`src/rtl/ble6_lut6_cfg_loader_pkg.sv`:
```
// ---------------------------------------------------------------------------
// ble6_cfg_pkg
// Shared types and constants for the BLE6 LUT6 configuration loader.
//   LUT_K      : default number of LUT select inputs
//   CFG_BITS   : truth-table size, always 2**LUT_K
//   BIT_CNT_W  : width of the shift counter; it must hold CFG_BITS+1 (the
//                saturated overshift marker) and, with the parity bit in the
//                chain, CFG_BITS+2
//   cfg_state_e: loader FSM states
// No ports (package).
// ---------------------------------------------------------------------------
package ble6_cfg_pkg;

  localparam int LUT_K     = 6;
  localparam int CFG_BITS  = 2 ** LUT_K;
  localparam int BIT_CNT_W = $clog2(CFG_BITS + 2);

  typedef enum logic [1:0] {
    IDLE   = 2'd0,
    SHIFT  = 2'd1,
    COMMIT = 2'd2
  } cfg_state_e;

endpackage

```
`src/rtl/ble6_lut6_cfg_loader_mux.sv`:
```
// ---------------------------------------------------------------------------
// lut6_mux
// Combinational 2**LUT_K:1 selector that turns the committed truth table
// into the LUT output.
// Ports:
//   active   [2**LUT_K-1:0] in  : committed truth table
//   lut6_in  [LUT_K-1:0]    in  : select inputs
//   lut6_out                out : active[lut6_in]
// ---------------------------------------------------------------------------
module lut6_mux #(
  parameter int LUT_K = 6
) (
  input  logic [(2**LUT_K)-1:0] active,
  input  logic [LUT_K-1:0]      lut6_in,
  output logic                  lut6_out
);

  assign lut6_out = active[lut6_in];

endmodule

```
`src/rtl/ble6_lut6_cfg_loader.sv`:
```
// ---------------------------------------------------------------------------
// ble6_lut6_cfg_loader
// 6-input LUT with a serial configuration loader. Bits shift into a shadow
// chain while prog_en is high; on the falling edge of prog_en the load is
// committed to the active table only if exactly the right number of bits
// arrived, so lut6_out never sees a partially loaded table.
//
// Ports:
//   clk        in  : clock, rising edge
//   reset      in  : asynchronous, active-high, clears all state
//   prog_en    in  : high = shift one bit per cycle, falling edge = commit
//   ccff_head  in  : serial configuration data in
//   ccff_tail  out : registered serial data out (chain cascade)
//   lut6_in    in  : LUT select inputs
//   lut6_out   out : active[lut6_in], combinational
//   cfg_done   out : a valid table has been committed (sticky)
//   cfg_err    out : the last load was rejected (sticky)
//
// Build option: BLE6_LUT_CFG_PARITY_EN adds a trailing even-parity bit to
// the chain (CFG_BITS+1 long); the load commits only with a full count and
// zero XOR over the shadow chain. The parity bit is not kept in the table.
// ---------------------------------------------------------------------------
module ble6_lut6_cfg_loader #(
  parameter int LUT_K = ble6_cfg_pkg::LUT_K
) (
  input  logic             clk,
  input  logic             reset,
  input  logic             prog_en,
  input  logic             ccff_head,
  output logic             ccff_tail,
  input  logic [LUT_K-1:0] lut6_in,
  output logic             lut6_out,
  output logic             cfg_done,
  output logic             cfg_err
);
  import ble6_cfg_pkg::*;

  localparam int CFG_BITS = 2 ** LUT_K;
`ifdef BLE6_LUT_CFG_PARITY_EN
  localparam int CHAIN_BITS = CFG_BITS + 1;
`else
  localparam int CHAIN_BITS = CFG_BITS;
`endif
  localparam int CNT_W = $clog2(CFG_BITS + 2);
  // Count value of a complete load, and the saturation value that flags
  // overshift (one beyond complete).
  localparam logic [CNT_W-1:0] CNT_FULL = CNT_W'(CHAIN_BITS);
  localparam logic [CNT_W-1:0] CNT_MAX  = CNT_W'(CHAIN_BITS + 1);

  cfg_state_e              state_reg;
  logic [CHAIN_BITS-1:0]   shadow_reg;
  logic [CFG_BITS-1:0]     active_reg;
  logic [CNT_W-1:0]        bit_cnt_reg;
  logic                    ccff_tail_reg;
  logic                    cfg_done_reg;
  logic                    cfg_err_reg;
  logic                    load_ok;

`ifdef BLE6_LUT_CFG_PARITY_EN
  assign load_ok = (bit_cnt_reg == CNT_FULL) && !(^shadow_reg);
`else
  assign load_ok = (bit_cnt_reg == CNT_FULL);
`endif

  always_ff @(posedge clk or posedge reset) begin
    if (reset) begin
      state_reg     <= IDLE;
      shadow_reg    <= '0;
      active_reg    <= '0;
      bit_cnt_reg   <= '0;
      ccff_tail_reg <= 1'b0;
      cfg_done_reg  <= 1'b0;
      cfg_err_reg   <= 1'b0;
    end else begin
      case (state_reg)
        IDLE: begin
          if (prog_en) begin
            // First bit of a new load is taken on the same edge.
            shadow_reg    <= {shadow_reg[CHAIN_BITS-2:0], ccff_head};
            ccff_tail_reg <= shadow_reg[CHAIN_BITS-1];
            bit_cnt_reg   <= CNT_W'(1);
            cfg_done_reg  <= 1'b0;
            cfg_err_reg   <= 1'b0;
            state_reg     <= SHIFT;
          end
        end
        SHIFT: begin
          if (prog_en) begin
            shadow_reg    <= {shadow_reg[CHAIN_BITS-2:0], ccff_head};
            ccff_tail_reg <= shadow_reg[CHAIN_BITS-1];
            if (bit_cnt_reg != CNT_MAX) begin
              bit_cnt_reg <= bit_cnt_reg + 1'b1;
            end
          end else if (load_ok) begin
            state_reg <= COMMIT;
          end else begin
            // Short, overshifted or bad parity: keep the old table.
            cfg_err_reg <= 1'b1;
            bit_cnt_reg <= '0;
            state_reg   <= IDLE;
          end
        end
        COMMIT: begin
          // prog_en is deliberately ignored here; IDLE picks it up next edge.
          // The first-shifted bit sits at the top of the chain; with parity
          // enabled the parity bit is the bottom bit and is dropped.
          active_reg   <= shadow_reg[CHAIN_BITS-1 -: CFG_BITS];
          cfg_done_reg <= 1'b1;
          bit_cnt_reg  <= '0;
          state_reg    <= IDLE;
        end
        default: begin
          state_reg <= IDLE;
        end
      endcase
    end
  end

  assign ccff_tail = ccff_tail_reg;
  assign cfg_done  = cfg_done_reg;
  assign cfg_err   = cfg_err_reg;

  lut6_mux #(
    .LUT_K (LUT_K)
  ) u_mux (
    .active   (active_reg),
    .lut6_in  (lut6_in),
    .lut6_out (lut6_out)
  );

endmodule

```
`config.mk`:
```
export PLATFORM = sky130hd
export DESIGN_NAME = ble6_lut6_cfg_loader
export DESIGN_NICKNAME = d
export VERILOG_FILES = /design/src/rtl/ble6_lut6_cfg_loader_pkg.sv /design/src/rtl/ble6_lut6_cfg_loader_mux.sv /design/src/rtl/ble6_lut6_cfg_loader.sv
export SDC_FILE = /design/constraint.sdc
export NUM_CORES = 1
export LEC_CHECK = 0
export BUFFER_PORTS_ARGS = -buffer_cell sky130_fd_sc_hd__buf_4
export CORE_ASPECT_RATIO = 0.6
export CORE_MARGIN = 10
export CORE_UTILIZATION = 49
export CTS_CLUSTER_DIAMETER = 80
export CTS_CLUSTER_SIZE = 8
export DETAILED_ROUTE_END_ITERATION = 10
export GPL_ROUTABILITY_DRIVEN = 0
export REMOVE_ABC_BUFFERS = 1
export SYNTH_ARGS = -nofsm -noshare
export SYNTH_HDL_FRONTEND = slang
export SYNTH_SLANG_ARGS = --single-unit
```
`constraint.sdc`:
```
create_clock -name clk -period 5.5 [get_ports clk]
set_input_delay 0.55 -clock clk [delete_from_list [all_inputs] [get_ports clk]]
set_output_delay 0.55 -clock clk [all_outputs]
set_load 0.02 [all_outputs]
```
# Yosys cells after proc, flatten, opt, wreduce, memory -nomap -nowiden
# Index checks and enable logic that the tools add are counted.
# word_totals
regBits	140
latch_bits	0
ramBits	0
mem_bits_ro	0
inputBits	10
out_inout_bits	4
wordCells	44
n_memories	0
# op_classes
n_addsub	1
multipliers	0
div	0
magnitude_cmp	1
eq_ne	9
shift	0
mux	16
bitwise	0
reduce_logical	10
# op_table
cell	count
7-bit two-way mux	4
7-bit case mux with 3 select lines	1
4-bit AND reduction	2
7-bit by 1-bit adder with 7-bit output (second input constant)	1
7-bit equality test (second input constant)	1
6-bit by 7-bit less-than comparator with 1-bit output (second input constant)	1
7-bit inequality test (second input constant)	1
1-bit binary-select mux with 6-bit select	1
2-bit two-way mux	3
2-bit inequality test (second input constant)	3
3-bit inequality test (second input constant)	2
2-bit AND reduction	3
1-bit two-way mux	4
1-bit case mux with 2 select lines	2
2-bit case mux with 2 select lines	1
2-bit nonzero test	2
3-bit nonzero test	1
2-bit by 1-bit equality test with 1-bit output (second input constant)	1
2-bit equality test (second input constant)	1
2-bit zero test	1
2-bit OR reduction	1

# Depth between registers and ports, before layout
# Gate-level depths: netlist of the first run.
# logic_depth
depth_word	4
mapped_depth	8
mapped_depth_nobuf	6

# Modules after synthesis
# Synthesis of the first run repeated with hierarchy kept, for this count alone.
# hier_totals
cells_unflattened	407
hier_area_um2	6142.1
# by_module_without_submodules
module	n_inst	cells_each	area_each_um2
ble6_lut6_cfg_loader	1	345	5541.6
lut6_mux	1	62	600.6

# Least setup slack after synthesis of the first run
# OpenSTA, ideal clock, no wires.
# synth_timing
path_kind	in2out
startpoint	input port lut6_in[1]
endpoint	output port lut6_out
t_arrival_ns	2.056
t_required_ns	4.950
setup_slack_ns	2.894
stages	5
path_buffers	1
cell_sequence	buf_6 > mux4_2 > mux4_2 > or2_0 > a32o_1
# synth_between
elab_chain_cells	2
# synth_lines
item	line	rtl
start, declared	ble6_lut6_cfg_loader.sv:31	input logic [LUT_K-1:0] lut6_in,
1-bit binary-select mux with 6-bit select	ble6_lut6_cfg_loader_mux.sv:18	assign lut6_out = active[lut6_in];
1-bit two-way mux (implied by the code)	ble6_lut6_cfg_loader_mux.sv:18	
end, declared	ble6_lut6_cfg_loader.sv:32	output logic lut6_out,
# No other way between the ends. The select of a mux whose other input is x is not followed.

# Final worst setup path of the first run
# Same ends and word-level chain as after synthesis.

==> impl_results.md, run 1 <==
* H-tree depth at 4
* CTS Buf Count at 17
* FF/Latch Area at 3500 µm²
* Worst-path fanout max at 13
* Worst Path Buf+Inv at 2
* Max stage delay on crit path at 0.60 ns
* Startpoint types: primary input
* Grt ovf at 0
* Final hold viol count at 0
* # port buffers at 13
* Min cycle time layout at 3.02 ns
* # IOs at 14
* HPWL after DPL at 6390 µm
* Skew-Pair Late Insertion Delay at 0.41 ns
* Pre-Repair DR Iteration Count at 5
* Max-Cap Viols at 0
* Initial Util at 49.9%
* R2r worst-path depth at 5
* Seq/Total Area, Yosys at 58.4%
* Reg clk slew, reported paths at 0.06 ns
* Setup CP Type: in -> out
* Final nets at 424
* Status: complete, no violations
* Dominant synthesized flop cell: dfrtp_1
* Die footprint at 17200 µm²
* Req. time, crit path at 4.95 ns
* Post-route ant nets at 0
* Std-Cell Rows at 31
* Worst slew margin relative to its limit at 37.9%
* Power per standard cell area at 408 nW/µm²
* CP cell instances: buf_4 > mux4_1 > mux4_2 > or2_0 > a32o_1 > buf_4
* # fillers at 948
* Core area at 12000 µm²
* Asr flop ratio synth at 100%
* Final Skew at 0.00959 ns
* Detailed-route via count at 3217
* Die Y at 106 µm
* R2R Path End: shadow_reg[42]
* Final WS setup at 2.48 ns
* Internal reg-to-reg setup slack at 2.78 ns
* Vias in the first global route at 3225
* Yosys warns at 0
* Leakage power at 3.34 nW
* Initial drt markers at 136
* Worst Setup End Kind: primary output
* First-pass GRT wire length at 17600 µm
* Max Root-Sink Buffers at 2
* DR WL/cell at 17.9 µm
* CTS resizes at 0
* Hold Crit Class: in -> async
* Final setup violation count at 0
* Synth Cell Area at 6000 µm²
* Post-route DRC at 0
* Routed WL at 10500 µm
* Post CTS Setup Buffer Count at 0
* Initial antenna violation count at 0
* EDFF count, synth at 0
* Fin crit share at 55.0%
* Mapped Avg Cell Area at 15.2 µm²
* Worst path top cell family by delay: multiplexers
* Crit path launch: lut6_in[1]
* RSZ-0062 raised after global routing: false
* Cells after Synth at 395
* Final Core Density at 57.2%
* Crit Reg-Reg Startpoint: state_reg[1]
* Clock Sinks at 140
* Area growth, synth to finish at 14.8%
* Hold buffers post-CTS at 0
* Layout cells sized above 1 at 45.0%
* Worst EP arrival at 2.47 ns
* Cell variety after synth at 33
* Slowest-stage cell, CP: mux4_1
* End of the critical path: lut6_out
* Fmax at 331 MHz
* Top cell by count, worst path: buf_4
* VDD IR max at 0.000234 V
* Die width at 163 µm
* Pins Over Slew Limit at 0
* Inserted Diodes at 0
* Slew @ Worst Pin at 0.928 ns
* Vias/cell at 5.50
* Pin count of the biggest net entering global routing at 75
* Area of the multi-input gates at 2370 µm²
* CTS root buf: clkbuf_16
* All-Layer GR Usage at 12.9%
* Place WS at 2.50 ns
* CTS tree: done
* Seq cells post-synth at 140
* Critical path depth at 6
[worst min path at each step]
stage / startpoint / to / slack (ns) / depth (start not counted)
floorplan: active_reg[10] / active_reg[10] / 0.47 / 1
global placement: active_reg[10] / active_reg[10] / 0.48 / 1
detailed placement: active_reg[13] / active_reg[13] / 0.49 / 1
CTS: reset / active_reg[16] / 0.25 / 2
global route: reset / active_reg[16] / 0.29 / 2
finish: reset / active_reg[16] / 0.24 / 2
[layout by cell type (no fill, tap or decap), types with 2 or more instances in the layout]
cell,instances
a21oi_1,4
a31oi_1,3
a32o_1,5
a22oi_1,2
nand4_1,2
mux2_2,130
ha_1,6
bufinv_16,5
clkbuf_16,17
clkinvlp_4,2
dfrtp_1,140
clkinv_2,4
buf_4,16
o21ai_0,6
nor2_1,5
nand3_1,12
clkbuf_1,2
o22ai_1,3
nand2_1,10
mux4_1,7
nor3_1,2
mux4_2,10
nor2b_1,3
inv_1,8
[power by group]
group | switching (W) | total (W) | internal [W]
Clock | 0.000414 | 0.00123 | 0.000814
Sequential | 0.0000787 | 0.00121 | 0.00114
Combinational | 0.000187 | 0.000367 | 0.000180
[per-stage QoR]
stage | TNS, ns | instance area [µm²] | hold WS, ns | power, W | instances
3_5_place_dp | 0 | 6240 | 0.489 | 0.00160 | 553
4_1_cts | 0 | 6880 | 0.255 | 0.00284 | 585
2_1_floorplan | -35.42 | 5890 | 0.472 | 0.00151 | 372
6_report | 0 | 6880 | 0.235 | 0.00281 | 585
3_3_place_gp | 0 | 6240 | 0.481 | 0.00159 | 553
5_1_grt | 0 | 6880 | 0.285 | 0.00294 | 585
[synthesized netlist by cell type (4+ instances only)]
cell type / count / area [µm²]
buf_2: 6 / 30.0
clkbuf_1: 15 / 56.3
nor2_1: 5 / 18.8
nand3_1: 12 / 60.1
inv_1: 9 / 33.8
mux2_2: 130 / 1460
mux4_2: 10 / 225
dfrtp_1: 140 / 3500
nand2_1: 10 / 37.5
ha_1: 7 / 87.6
o21ai_0: 7 / 35.0
a32o_1: 5 / 50.1
a21oi_1: 4 / 20.0
mux4_1: 7 / 184
[layer usage]
| metal | track usage [%] | wire [µm] |
|---|---|---|
| met3 | 3.69 | 403 |
| met5 | 0 | 0 |
| met2 | 18.1 | 4540 |
| met4 | 4.55 | 76 |
| met1 | 18.5 | 5470 |
[cell type report]
class | count | area share (%)
repair buffers | 16 | 1.75
inverters | 9 | 0.564
clock buffers | 20 | 6.49
flip-flops and latches | 140 | 50.9
well taps | 165 | 3.00
clock inverters | 12 | 2.82
multi-input cells | 223 | 34.5
[logic make-up after synthesis]
group | synth area share (%)
adders and majority gates | 1.46
AOI/OAI and AO/OA | 3.05
DFF | 58.4
buffers and inverters | 2.25
muxes | 31.4
and+or+nand+nor | 3.40
Note: power is estimated with default switching activity, not from simulation.
==> run 2, diff against run 1 <==
PLACE_DENSITY = 0.67   (was not set)
clock period = 2.5 ns   (was 5.5 ns; I/O delays follow)
==> impl_results.md, run 2 (synthesized netlist as in run 1, its figures left out) <==
* HPWL after DPL at 6740 µm
* Pre-Repair DR Iteration Count at 4
* Skew-Pair Late Insertion Delay at 0.42 ns
* Std-Cell Rows at 31
* Die width at 163 µm
* Core area at 12000 µm²
* Most common cell after layout, fill and taps aside: dfrtp_1
* Initial drt markers at 116
* Initial Util at 49.9%
* Die Y at 106 µm
* Max-Cap Viols at 0
* Leakage power at 3.35 nW
* Final hold viol count at 0
* Vias/cell at 5.47
* Area growth, synth to finish at 15.5%
* Inserted Diodes at 0
* CTS tree: done
* Hold Crit Class: in -> reg
* Reg clk slew, reported paths at 0.06 ns
* H-tree depth at 4
* Clock Sinks at 140
* Routed WL at 10700 µm
* Min cycle time layout at 2.57 ns
* Hold Path Depth at 2
* RSZ-0062 raised after global routing: true
* Vias in the first global route at 3383
* R2r worst-path depth at 5
* Most frequent cells in the layout: dfrtp_1, mux2_2, clkbuf_16, buf_4, mux4_2
* Total design power at 0.00606 W
* Startpoint types: flop
* Req. time, crit path at 2.25 ns
* Worst Setup End Kind: primary output
* R2R Path End: bit_cnt_reg[4]
* Crit path launch: active_reg[7]
* Hold WS at 0.0633 ns
* VDD IR max at 0.000414 V
* Initial antenna violation count at 0
* CTS root buf: clkbuf_16
* Status: complete, but fails checks
* Hold worst-path end: shadow_reg[0]
* Failing checks: negative setup slack
* Slew @ Worst Pin at 0.425 ns
* First-pass GRT wire length at 18200 µm
* Worst EP arrival at 2.32 ns
* Grt ovf at 0
* Design Area, Final at 6930 µm²
* Pins Over Slew Limit at 0
* Internal reg-to-reg setup slack at 0.52 ns
* Area after DPL at 6310 µm²
* Post CTS Setup Buffer Count at 0
* Layout cells sized above 1 at 46.7%
* CTS Buf Count at 17
* DR WL/cell at 18.1 µm
* Final WS setup at -0.0703 ns
* Worst slew margin relative to its limit at 71.4%
* Place WS at 0.169 ns
* Power per standard cell area at 875 nW/µm²
* Hold path startpoint: ccff_head
* Final nets at 430
* Setup CP Type: reg -> out
* # IOs at 14
* Final Skew at 0.0102 ns
* Post-route DRC at 0
* Final setup violation count at 1
* Placed Cells at 558
* Crit Reg-Reg Startpoint: state_reg[1]
* Fmax at 389 MHz
* All-Layer GR Usage at 13.3%
* Fin crit share at 103%
* Pin count of the biggest net entering global routing at 66
* Final std cells w/o fill at 591
* Max Root-Sink Buffers at 2
* Detailed-route via count at 3234
* Die footprint at 17200 µm²
* Post-route ant nets at 0
* Worst-path fanout max at 2
* # port buffers at 13
## run 2: changes by cell type in the layout (fill, tap and decap cells not counted), sizes merged
cell         change
buf              +5
bufinv           -3
clkbuf           +3
clkinv           -3
clkinvlp         +2
dlygate4sd3      +1
inv              +1
## run 2: repair_timing
item | 4_1_cts | 5_1_grt
pin swaps | 0 | 0
endpoints found under the setup margin | 1 | 1
hold buffers | 1 | 0
hold endpoints to repair | 39 | 0
gates resized for setup | 5 | 0
## run 2: worst max-delay path, stage by stage (launching register included)
cell and delay, ns:
dfrtp_1 0.37, mux4_2 0.49, mux4_2 0.46, or2_0 0.20
a32o_2 0.25, buf_6 0.13
## run 2: metal layers
layer  wire (µm)  global-route usage, %
met5           0                      0
met4         116                   5.38
met3         383                   3.69
met2        4610                   18.4
met1        5560                   19.1
## run 2: cell type report
type,instances,area (µm²)
fillers,936,5100
flip-flops and latches,140,3500
multi-input cells,223,2360
clock buffers,23,498
repair buffers,22,209
well taps,165,206
clock inverters,9,109
inverters,9,38.8
## run 2: worst max path at each step
stage               slack (ns)  depth (start not counted)         to
floorplan                -3.54                          4  ccff_tail
CTS                       -0.1                          5   lut6_out
global placement          0.17                          6   lut6_out
global route             -0.13                          5   lut6_out
detailed placement        0.17                          6   lut6_out
finish                   -0.07                          5   lut6_out
## run 2: where the power goes
| part | internal, W | leakage [nW] | total (W) | switching, W |
|---|---|---|---|---|
| Sequential | 0.00250 | 1.91 | 0.00269 | 0.000189 |
| Combinational | 0.000418 | 1.15 | 0.000836 | 0.000418 |
| Clock | 0.00160 | 0.288 | 0.00254 | 0.000939 |
## run 2: per-stage QoR
stage	setup TNS, ns	utilization, %
after floorplan	-448.13	-
final	-0.0703	57.6
after global placement	0	52.5
after detailed placement	0	52.5
after CTS	-0.0969	57.6
after global routing	-0.135	57.6
